## src/rtl/tl_pkg.sv

```systemverilog
// Shared definitions for the TileLink A-channel FIFO writer: opcodes, burst state, packed-beat layout.
// TL_A_PARITY_EN adds an even-parity MSB to the packed beat.
package tl_pkg;

    localparam logic [2:0] PUT_FULL    = 3'd0;
    localparam logic [2:0] PUT_PARTIAL = 3'd1;
    localparam logic [2:0] GET         = 3'd4;

    localparam int unsigned OPC_W   = 3;
    localparam int unsigned PARAM_W = 3;

`ifdef TL_A_PARITY_EN
    localparam int unsigned PAR_W = 1;
`else
    localparam int unsigned PAR_W = 0;
`endif

    typedef enum logic {
        ST_IDLE  = 1'b0,
        ST_BURST = 1'b1
    } burst_state_e;

    // Beats spanned by a request; only Put bursts wider than one beat are multi-beat.
    function automatic int unsigned beat_count(input logic [2:0] opcode,
                                               input int unsigned size,
                                               input int unsigned bpb);
        if (((opcode == PUT_FULL) || (opcode == PUT_PARTIAL)) && (size > bpb))
            return 32'(1) << (size - bpb);
        return 1;
    endfunction

    function automatic int unsigned mask_lsb(input int unsigned data_w);
        return data_w;
    endfunction

    function automatic int unsigned addr_lsb(input int unsigned data_w);
        return mask_lsb(data_w) + data_w / 8;
    endfunction

    function automatic int unsigned source_lsb(input int unsigned data_w, input int unsigned addr_w);
        return addr_lsb(data_w) + addr_w;
    endfunction

    function automatic int unsigned size_lsb(input int unsigned data_w, input int unsigned addr_w,
                                             input int unsigned src_w);
        return source_lsb(data_w, addr_w) + src_w;
    endfunction

    function automatic int unsigned param_lsb(input int unsigned data_w, input int unsigned addr_w,
                                              input int unsigned src_w, input int unsigned size_w);
        return size_lsb(data_w, addr_w, src_w) + size_w;
    endfunction

    function automatic int unsigned opcode_lsb(input int unsigned data_w, input int unsigned addr_w,
                                               input int unsigned src_w, input int unsigned size_w);
        return param_lsb(data_w, addr_w, src_w, size_w) + PARAM_W;
    endfunction

    function automatic int unsigned first_bit(input int unsigned data_w, input int unsigned addr_w,
                                              input int unsigned src_w, input int unsigned size_w);
        return opcode_lsb(data_w, addr_w, src_w, size_w) + OPC_W;
    endfunction

    function automatic int unsigned last_bit(input int unsigned data_w, input int unsigned addr_w,
                                             input int unsigned src_w, input int unsigned size_w);
        return first_bit(data_w, addr_w, src_w, size_w) + 1;
    endfunction

    function automatic int unsigned pkt_width(input int unsigned data_w, input int unsigned addr_w,
                                              input int unsigned src_w, input int unsigned size_w);
        return last_bit(data_w, addr_w, src_w, size_w) + 1 + PAR_W;
    endfunction

endpackage

```

## src/rtl/tl_skid_buf.sv

```systemverilog
// Two-entry skid buffer (OUT + SKID) with a registered in_ready, sustaining one beat per cycle.
module tl_skid_buf #(
    parameter int unsigned WIDTH = 8
) (
    input  logic             wr_clk,
    input  logic             reset,
    input  logic             in_valid,
    output logic             in_ready,
    input  logic [WIDTH-1:0] in_data,
    output logic             out_valid,
    input  logic             out_ready,
    output logic [WIDTH-1:0] out_data
);

    logic             out_valid_q, out_valid_n;
    logic             skid_valid_q, skid_valid_n;
    logic [WIDTH-1:0] out_q, out_n;
    logic [WIDTH-1:0] skid_q, skid_n;
    logic             ready_q, ready_n;
    logic             accept, drain;

    assign accept = in_valid && ready_q;
    assign drain  = out_valid_q && out_ready;

    always_comb begin
        out_valid_n  = out_valid_q;
        skid_valid_n = skid_valid_q;
        out_n        = out_q;
        skid_n       = skid_q;
        if (!out_valid_q || drain) begin
            if (skid_valid_q) begin
                // SKID refills OUT; a simultaneous arrival takes the vacated SKID slot.
                out_n        = skid_q;
                out_valid_n  = 1'b1;
                skid_valid_n = accept;
                if (accept)
                    skid_n = in_data;
            end else begin
                out_valid_n = accept;
                if (accept)
                    out_n = in_data;
            end
        end else if (accept) begin
            skid_n       = in_data;
            skid_valid_n = 1'b1;
        end
        ready_n = !(out_valid_n && skid_valid_n);
    end

    always_ff @(posedge wr_clk or posedge reset) begin
        if (reset) begin
            out_valid_q  <= 1'b0;
            skid_valid_q <= 1'b0;
            out_q        <= '0;
            skid_q       <= '0;
            ready_q      <= 1'b0;
        end else begin
            out_valid_q  <= out_valid_n;
            skid_valid_q <= skid_valid_n;
            out_q        <= out_n;
            skid_q       <= skid_n;
            ready_q      <= ready_n;
        end
    end

    assign in_ready  = ready_q;
    assign out_valid = out_valid_q;
    assign out_data  = out_q;

endmodule

```

## src/rtl/tl_a_fifo_writer.sv

```systemverilog
// TileLink A-channel feeder for the write side of the async FIFO: burst tagging, packing, skid buffering.
// Build with TL_A_PARITY_EN to prepend an even-parity bit to every packed beat.
//
//  state    | meaning
//  ST_IDLE  | next accepted beat is a burst head (first=1)
//  ST_BURST | inside a multi-beat Put, rem beats still to come
module tl_a_fifo_writer
    import tl_pkg::*;
#(
    parameter  int unsigned ADDR_W = 32,
    parameter  int unsigned DATA_W = 32,
    parameter  int unsigned SRC_W  = 4,
    parameter  int unsigned SIZE_W = 3,
    localparam int unsigned MASK_W = DATA_W / 8,
    localparam int unsigned PKT_W  = pkt_width(DATA_W, ADDR_W, SRC_W, SIZE_W)
) (
    input  logic              wr_clk,
    input  logic              reset,
    input  logic              a_valid,
    output logic              a_ready,
    input  logic [2:0]        a_opcode,
    input  logic [2:0]        a_param,
    input  logic [SIZE_W-1:0] a_size,
    input  logic [SRC_W-1:0]  a_source,
    input  logic [ADDR_W-1:0] a_address,
    input  logic [MASK_W-1:0] a_mask,
    input  logic [DATA_W-1:0] a_data,
    output logic              fifo_wr_en,
    output logic [PKT_W-1:0]  fifo_wr_data,
    input  logic              fifo_full,
    output logic              burst_err,
    output logic [15:0]       beat_cnt
);

    localparam int unsigned BPB    = $clog2(MASK_W);
    localparam int unsigned CNT_W  = 2 ** SIZE_W;
    localparam int unsigned BODY_W = last_bit(DATA_W, ADDR_W, SRC_W, SIZE_W) + 1;

    burst_state_e      state, state_n;
    logic [CNT_W-1:0]  rem, rem_n;
    logic [2:0]        head_opcode, head_opcode_n;
    logic [SIZE_W-1:0] head_size, head_size_n;
    logic [SRC_W-1:0]  head_source, head_source_n;
    logic              err_set;
    logic              first, last;
    logic              accept;
    logic              out_valid;
    int unsigned       beats;
    logic [BODY_W-1:0] pkt_body;
    logic [PKT_W-1:0]  pkt;

    assign accept = a_valid && a_ready;

    always_comb begin
        state_n       = state;
        rem_n         = rem;
        head_opcode_n = head_opcode;
        head_size_n   = head_size;
        head_source_n = head_source;
        err_set       = 1'b0;
        first         = 1'b1;
        last          = 1'b1;
        beats         = beat_count(a_opcode, 32'(a_size), BPB);
        case (state)
            ST_IDLE: begin
                first = 1'b1;
                if (beats > 1) begin
                    last = 1'b0;
                    if (accept) begin
                        rem_n         = CNT_W'(beats - 1);
                        state_n       = ST_BURST;
                        head_opcode_n = a_opcode;
                        head_size_n   = a_size;
                        head_source_n = a_source;
                    end
                end
            end
            ST_BURST: begin
                first = 1'b0;
                last  = (rem == CNT_W'(1));
                if (accept) begin
                    rem_n = rem - CNT_W'(1);
                    if (rem == CNT_W'(1))
                        state_n = ST_IDLE;
                    // A mismatched beat is flagged but still packed; the burst runs to completion.
                    if ((a_opcode != head_opcode) || (a_size != head_size) ||
                        (a_source != head_source))
                        err_set = 1'b1;
                end
            end
            default: state_n = ST_IDLE;
        endcase
    end

    always_ff @(posedge wr_clk or posedge reset) begin
        if (reset) begin
            state       <= ST_IDLE;
            rem         <= '0;
            head_opcode <= '0;
            head_size   <= '0;
            head_source <= '0;
            burst_err   <= 1'b0;
        end else begin
            state       <= state_n;
            rem         <= rem_n;
            head_opcode <= head_opcode_n;
            head_size   <= head_size_n;
            head_source <= head_source_n;
            if (err_set)
                burst_err <= 1'b1;
        end
    end

    assign pkt_body = {last, first, a_opcode, a_param, a_size, a_source, a_address, a_mask, a_data};

`ifdef TL_A_PARITY_EN
    assign pkt = {^pkt_body, pkt_body};
`else
    assign pkt = pkt_body;
`endif

    tl_skid_buf #(
        .WIDTH (PKT_W)
    ) u_skid (
        .wr_clk    (wr_clk),
        .reset     (reset),
        .in_valid  (a_valid),
        .in_ready  (a_ready),
        .in_data   (pkt),
        .out_valid (out_valid),
        .out_ready (!fifo_full),
        .out_data  (fifo_wr_data)
    );

    assign fifo_wr_en = out_valid && !fifo_full;

    always_ff @(posedge wr_clk or posedge reset) begin
        if (reset)
            beat_cnt <= '0;
        else if (fifo_wr_en)
            beat_cnt <= beat_cnt + 16'd1;
    end

endmodule

```

## config.mk

```make
export PLATFORM = sky130hd
export DESIGN_NAME = tl_a_fifo_writer
export DESIGN_NICKNAME = d
export VERILOG_FILES = /design/src/rtl/tl_pkg.sv /design/src/rtl/tl_skid_buf.sv /design/src/rtl/tl_a_fifo_writer.sv
export SDC_FILE = /design/constraint.sdc
export NUM_CORES = 1
export LEC_CHECK = 0
export ABC_AREA = 1
export CORE_ASPECT_RATIO = 0.6
export CORE_UTILIZATION = 56
export DETAILED_ROUTE_END_ITERATION = 7
export GPL_TIMING_DRIVEN = 0
export PLACE_DENSITY = 0.88
export SLEW_MARGIN = 20
export SYNTH_ARGS = -nofsm -noshare
export SYNTH_HDL_FRONTEND = slang
export SYNTH_SLANG_ARGS = --single-unit
```

## constraint.sdc

```tcl
create_clock -name wr_clk -period 13.3 [get_ports wr_clk]
set_input_delay 1.995 -clock wr_clk [delete_from_list [all_inputs] [get_ports wr_clk]]
set_output_delay 1.995 -clock wr_clk [all_outputs]
set_load 0.01 [all_outputs]
```

==> flow_summary.yaml, run 1 <==
outcome:
  outcome: "finished, final reports clean"
yosys:
  synth_enable_flop_cells: 0
  async_flop_share: 1.00
  synthCells: 1098
  ys_seq_area_frac: 0.555
  synthDistinctLibCells: 34
  yosysWarnings: 0
  synth-seq-cells: 205
  syn_area_per_cell_um2: 8.42
  ys_top_cells_by_count: "nand2_1, dfrtp_1, nor2_1"
  ys.flop_type: "dfrtp_1"
  yosysMostFrequentCell: "nand2_1"
  syn-num-nets: 1190
  ys_top_cells_by_area: "dfrtp_1, nand2_1, a31oi_1, nor2_1, buf_2"
  syn-cell-area_um2: 9250
  yosysTopAreaCell: "dfrtp_1"
  synth_top_area_share: 0.555
critical_path:
  timing.rr.start: "u_skid.in_ready$_DFF_PP0_"
  crit_family: "buffers and inverters"
  cp.required_ns: 11.31
  cp-start-kind: "input port"
  rrSetupSlack_ns: 11.50
  critPathMaxFanout: 7
  crit_buf_inv: 2
  worstReg2RegEnd: "u_skid.out_data[70]$_DFFE_PP0P_"
  crit_top_cell: "clkdlybuf4s50_1"
  end_kind: "output port"
  critPathKind: "input port to output port"
  slowest_delay_ns: 0.58
  arrival_ns: 3.31
  cp_slowest_cell: "clkdlybuf4s50_1"
  rr_worst_depth: 8
  crit_chain: "clkdlybuf4s50_1, nor2_4, clkdlybuf4s50_1"
clocking:
  insertion_delay_ns: 0.49
  cts_resized: 0
  cts_setup_buffers: 0
  cts.clk_slew.worst_paths_ns: 0.07
  cts.sinks: 205
  cts_htree_levels: 1
  cts-hold-fix-buffers: 0
  cts_made_buffers: 19
  root_buffer: "clkbuf_16"
  cts_tree: "done"
  clk_path_buf_depth: 3
floorplanning:
  core_area_um2: 15700
  dieArea_um2: 17000
  pin_count: 187
  die_w_um: 168
  die_y_um: 102
  start_util: 0.588
  row_count: 35
route:
  drt-total-wl_mm: 25.2
  detail-route-antenna-nets: 0
  via_count: 8447
  wl_per_cell_um: 16.6
  dr.pass1.iters: 6
  vias_per_cell: 5.55
  dr.first_iter.drc_count: 836
  drc_errors: 0
hold_path:
  hold-path-cell-count: 2
  hold_path_class: "flip-flop to flip-flop"
  whs_endpoint: "burst_err$_DFFE_PP0P_"
  hp-start: "burst_err$_DFFE_PP0P_"
timing:
  worstMarginPinSlew_ns: 0.686
  clock_skew_ns: 0.00748
  drv_slew: 0
  finalHoldViolations: 0
  period_share: 0.399
  slew-limit-headroom: 0.543
  rsz0062_at_grt: "false"
  setup_tns_ns: 0
  clock.fmax_mhz: 189
  finalCriticalPeriod_ns: 5.30
  layout_setup_ws_ns: 8.00
  setup_violations: 0
placed_design:
  dp.final_hpwl_mm: 17.8
  dp_slack_ns: 8.00
  place.gp.congestion: 0.929
  port_buffers: 185
global_routing:
  antenna_found_initial: 1
  grt_overflow: 0
  grt_first_pass_wirelength_mm: 40.2
  grt_usage: 0.301
  grt_start_max_net_pins: 109
  grt_pass1_vias: 8171
power_and_ir_drop:
  p_int_mw: 1.76
  p_sw_frac: 0.389
  irDropWorstVdd_v: 0.000132
  p_sw_mw: 1.12
  power_frac_comb: 0.430
  power.share.clock: 0.190
  seqPwrFrac: 0.380
  p_leak_nw: 5.69
  cellPowerDensity_nw_per_um2: 240
cells_and_area:
  antennaDiodeCount: 0
  syn_to_final_growth_pct: 29.8
  nets: 1397
  drive_gt1_frac: 0.0880
job:
  drv_cap: 0
routing by layer:
metal / vias to the layer above / global-route usage / share of wire / routed length, um
met5: - / 0 / 0.00052 / 13
met4: 2 / 0.0861 / 0.020 / 505
met3: 48 / 0.0586 / 0.090 / 2280
met2: 422 / 0.482 / 0.45 / 11400
met1: 4054 / 0.424 / 0.44 / 11000
li1: 3921 / - / - / -
cell usage in the layout (no fill, tap or decap), types with 2 or more instances in the layout:
cell type / Yosys / final
ha_1: 7 / 7
nand3_2: 4 / 4
a31oi_1: 82 / 82
nor2_2: 4 / 4
clkdlybuf4s50_1: 0 / 185
xnor2_1: 6 / 6
nand3_1: 17 / 17
inv_1: 38 / 37
buf_6: 3 / 3
dfrtp_1: 205 / 205
clkbuf_1: 21 / 27
nand4_1: 6 / 6
o21ai_2: 12 / 12
clkinv_2: 1 / 4
clkbuf_16: 0 / 19
inv_2: 7 / 7
clkbuf_8: 0 / 2
nor2_4: 3 / 3
a21oi_1: 12 / 12
or2_2: 6 / 6
bufinv_16: 0 / 2
nand2_1: 471 / 471
buf_2: 35 / 35
xor2_1: 14 / 14
nor2_1: 104 / 104
nor3_1: 3 / 3
nand3_4: 2 / 2
o21ai_0: 23 / 23
nand2_2: 3 / 3
flip-flops by register name, indices dropped and copies added, names as in the netlist:
signal	cells
u_skid.out_valid	1
rem	8
u_skid.in_ready	1
state	1
u_skid.out_data	83
head_opcode	3
u_skid.skid_valid_q	1
burst_err	1
head_size	3
beat_cnt	16
u_skid.skid_q	83
head_source	4
worst reg2reg max path: cells and delay by family, from the launching register on:
family	cells	cell delay, ns
buf+inv	3	0.65
simple gates	4	0.51
flops	1	0.39
compound gates	1	0.17
kinds of logic (layout without fill, tap and decap cells):
logic type      after synthesis  after routing  synth area share
simple gates                631            631             0.280
flops                       205            205             0.555
fa+ha+maj                     7              7           0.00947
compound gates              130            130            0.0866
xor+xnor                     20             20            0.0189
buf+inv                     105            325            0.0499
power groups by stage:
| stage | clock network [mW] | logic (mW) | registers, mW |
|---|---|---|---|
| floorplan | 0 | 0.639 | 1.13 |
| global route | 0.576 | 1.37 | 1.13 |
| CTS | 0.552 | 1.24 | 1.09 |
| global placement | 0 | 1.18 | 1.09 |
| finish | 0.548 | 1.24 | 1.10 |
| detailed placement | 0 | 1.23 | 1.10 |
per-stage QoR:
step | util | instance area [um2] | power (mW) | hold slack, ns | std cells
2_1_floorplan | - | 9250 | 1.76 | 0.442 | 1098
3_3_place_gp | 0.722 | 11400 | 2.26 | 0.451 | 1486
3_5_place_dp | 0.724 | 11400 | 2.32 | 0.457 | 1487
4_1_cts | 0.764 | 12000 | 2.88 | 0.473 | 1521
5_1_grt | 0.764 | 12000 | 3.07 | 0.487 | 1521
6_report | 0.764 | 12000 | 2.89 | 0.464 | 1521
layout make-up:
cell class | instances | area (um2)
buffer | 59 | 288
clock buffer | 27 | 526
clock inverter | 7 | 92.6
fill | 1130 | 3720
inverter | 46 | 181
multi-input combinational | 788 | 3650
sequential | 205 | 5130
tap | 203 | 254
timing repair buffer | 186 | 1880
worst max-delay path by stage:
stage               from  depth (start not counted)                              end
6_report       fifo_full                          3                       fifo_wr_en
5_1_grt        fifo_full                          3                       fifo_wr_en
4_1_cts        fifo_full                          3                       fifo_wr_en
3_5_place_dp   fifo_full                          3                       fifo_wr_en
3_3_place_gp       reset                          2  u_skid.out_data[78]$_DFFE_PP0P_
2_1_floorplan      reset                          1          beat_cnt[0]$_DFFE_PP0P_
No activity file was read; power rests on OpenSTA's default activity.
==> run 2: changes to the inputs <==
--- a/config.mk
+++ b/config.mk
@@ -7,10 +7,10 @@
 export LEC_CHECK = 0
 export ABC_AREA = 1
 export CORE_ASPECT_RATIO = 0.6
-export CORE_UTILIZATION = 56
+export CORE_UTILIZATION = 52
 export DETAILED_ROUTE_END_ITERATION = 7
 export GPL_TIMING_DRIVEN = 0
-export PLACE_DENSITY = 0.88
+export PLACE_DENSITY = 0.83
 export SLEW_MARGIN = 20
 export SYNTH_ARGS = -nofsm -noshare
 export SYNTH_HDL_FRONTEND = slang
==> constraint.sdc (replaced) <==
create_clock -name wr_clk -period 5.3 [get_ports wr_clk]
set_input_delay 0.795 -clock wr_clk [delete_from_list [all_inputs] [get_ports wr_clk]]
set_output_delay 0.795 -clock wr_clk [all_outputs]
set_load 0.01 [all_outputs]
==> run 2 against run 1 <==
  * Power rose to 2.6 times the previous value
  * Worst hold slack better by 0.0022 ns
  * First-iteration DRC count decreased by 4.1%
  * Cell count rose by 2.6%
  * Critical path depth is 11 higher
  * Sequential share of layout area shrank 0.81 points
  * Critical endpoint is now head_source[0]$_DFFE_PP0P_
  * Routed wire length increased by 0.84%
  * Register-to-register slack got worse by 7.9 ns
==> flow_summary.yaml, run 2 (synthesis results as in run 1) <==
power_and_ir_drop:
  cellPowerDensity_nw_per_um2: 602
  irDropWorstVdd_v: 0.000285
  p_leak_nw: 5.77
route:
  detail-route-antenna-nets: 0
  via_count: 8411
  dr.pass1.iters: 8
  wl_per_cell_um: 16.3
  vias_per_cell: 5.39
  drc_errors: 0
  dr.first_iter.drc_count: 802
  drt-total-wl_mm: 25.4
placed_design:
  dp.final_hpwl_mm: 18.3
  dpl_cell_area_um2: 11600
  place.gp.congestion: 0.881
  port_buffers: 185
cells_and_area:
  multiInputGateArea_um2: 3650
  drive_gt1_frac: 0.0943
  fin_area_um2: 12200
  regArea_um2: 5130
  layout_commonest_cell: "nand2_1"
  syn_to_final_growth_pct: 32.4
  nets: 1404
  fillCellCount: 1313
  layout_common_cells: "nand2_1, dfrtp_1, clkdlybuf4s50_1, nor2_1, a31oi_1"
clocking:
  clk_path_buf_depth: 3
  cts_resized: 0
  cts_made_buffers: 20
  cts.sinks: 205
  insertion_delay_ns: 0.50
  cts_setup_buffers: 0
  root_buffer: "clkbuf_16"
  cts_tree: "done"
  cts-hold-fix-buffers: 0
  cts.clk_slew.worst_paths_ns: 0.07
  cts_htree_levels: 1
floorplanning:
  dieArea_um2: 18300
  core_area_um2: 17300
  die_w_um: 174
  die_y_um: 105
  start_util: 0.535
  pin_count: 187
  row_count: 37
timing:
  finalCriticalPeriod_ns: 3.36
  slew-limit-headroom: 0.536
  hold_ws_ns: 0.466
  period_share: 0.634
  setup_violations: 0
  worstMarginPinSlew_ns: 0.696
  setup_tns_ns: 0
  finalHoldViolations: 0
  clock.fmax_mhz: 298
  rsz0062_at_grt: "false"
  clock_skew_ns: 0.0127
  drv_slew: 0
critical_path:
  rr_worst_depth: 7
  cp.required_ns: 5.69
  worstReg2RegEnd: "u_skid.skid_q[64]$_DFFE_PP0P_"
  critPathMaxFanout: 10
  cp-start-kind: "input port"
  critPathKind: "input port to flip-flop"
  cp-endpoint: "head_source[0]$_DFFE_PP0P_"
  rrSetupSlack_ns: 3.60
  end_kind: "flip-flop"
  startpoint: "a_size[1]"
  arrival_ns: 3.75
  timing.rr.start: "u_skid.in_ready$_DFF_PP0_"
global_routing:
  grt_pass1_vias: 8052
  grt_start_max_net_pins: 35
  antenna_found_initial: 0
  grt_overflow: 0
  grt_first_pass_wirelength_mm: 41.2
  grt_usage: 0.283
hold_path:
  hold_path_class: "flip-flop to flip-flop"
  hp-start: "burst_err$_DFFE_PP0P_"
outcome:
  outcome: "finished, final reports clean"
job:
  drv_cap: 0
-- run 2: how the worst min path moves through the flow --
stage / end / cells after the start / slack (ns)
global route: u_skid.skid_q[76]$_DFFE_PP0P_ / 2 / 0.49
CTS: burst_err$_DFFE_PP0P_ / 2 / 0.47
finish: burst_err$_DFFE_PP0P_ / 2 / 0.47
global placement: burst_err$_DFFE_PP0P_ / 2 / 0.45
detailed placement: burst_err$_DFFE_PP0P_ / 2 / 0.45
floorplan: u_skid.skid_q[36]$_DFFE_PP0P_ / 2 / 0.44
-- run 2: where the power goes --
group          internal [mW]  switching, mW
registers               2.30          0.452
clock network          0.878          0.611
logic                   1.34           1.78
total                   4.52           2.84
-- run 2: critical path, stage by stage --
cell	delay, ns
clkdlybuf4s50_1	0.68
inv_2	0.17
ha_1	0.26
inv_1	0.14
nand2_1	0.10
nor2_1	0.23
nand2_1	0.14
ha_1	0.32
or2_2	0.37
nand2_2	0.10
nand3_4	0.11
buf_6	0.18
nand2_1	0.10
o21ai_2	0.06
-- run 2: stage by stage --
stage | total power [mW] | std cells | utilization | worst slack, ns
global placement | 5.72 | 1517 | 0.660 | 0.234
global route | 7.84 | 1559 | 0.709 | 1.86
detailed placement | 5.85 | 1524 | 0.669 | 1.52
floorplan | 4.43 | 1098 | - | 1.85
CTS | 7.36 | 1559 | 0.709 | 2.05
finish | 7.36 | 1560 | 0.709 | 1.94
-- run 2: layer usage --
metal | vias to the layer above | track usage | wire length (um) | part of all wire
li1 | 3950 | - | - | -
met5 | - | 0 | 0 | 0
met2 | 399 | 0.410 | 10700 | 0.42
met3 | 64 | 0.0584 | 2110 | 0.083
met1 | 3998 | 0.431 | 12100 | 0.47
met4 | 0 | 0.0752 | 566 | 0.022
-- run 2: final cells by class --
class | count | share of cell area
antenna | 1 | 0.000204
buffer | 59 | 0.0235
clock buffer | 29 | 0.0487
clock inverter | 6 | 0.00675
inverter | 46 | 0.0145
multi-input combinational | 788 | 0.299
sequential | 205 | 0.419
tap | 234 | 0.0239
timing repair buffer | 192 | 0.165
==> run 3: changes to the inputs <==
==> constraint.sdc (replaced) <==
create_clock -name wr_clk -period 3.35 [get_ports wr_clk]
set_input_delay 0.5025 -clock wr_clk [delete_from_list [all_inputs] [get_ports wr_clk]]
set_output_delay 0.5025 -clock wr_clk [all_outputs]
set_load 0.01 [all_outputs]
==> results of run 3 <==
The final DEF is identical to that of run 2. Status: finished, final reports clean.
Among the figures that moved: setup slack after placement 1.52 ns -> -0.138 ns; setup slack after layout 1.94 ns -> 0.284 ns; hold slack 0.466 ns -> 0.294 ns; register-to-register setup slack 3.60 ns -> 1.65 ns; end point of the worst hold path burst_err$_DFFE_PP0P_ -> head_size[0]$_DFFE_PP0P_; total power 7.36 mW -> 11.6 mW; worst IR drop on VDD 0.000285 V -> 0.000451 V
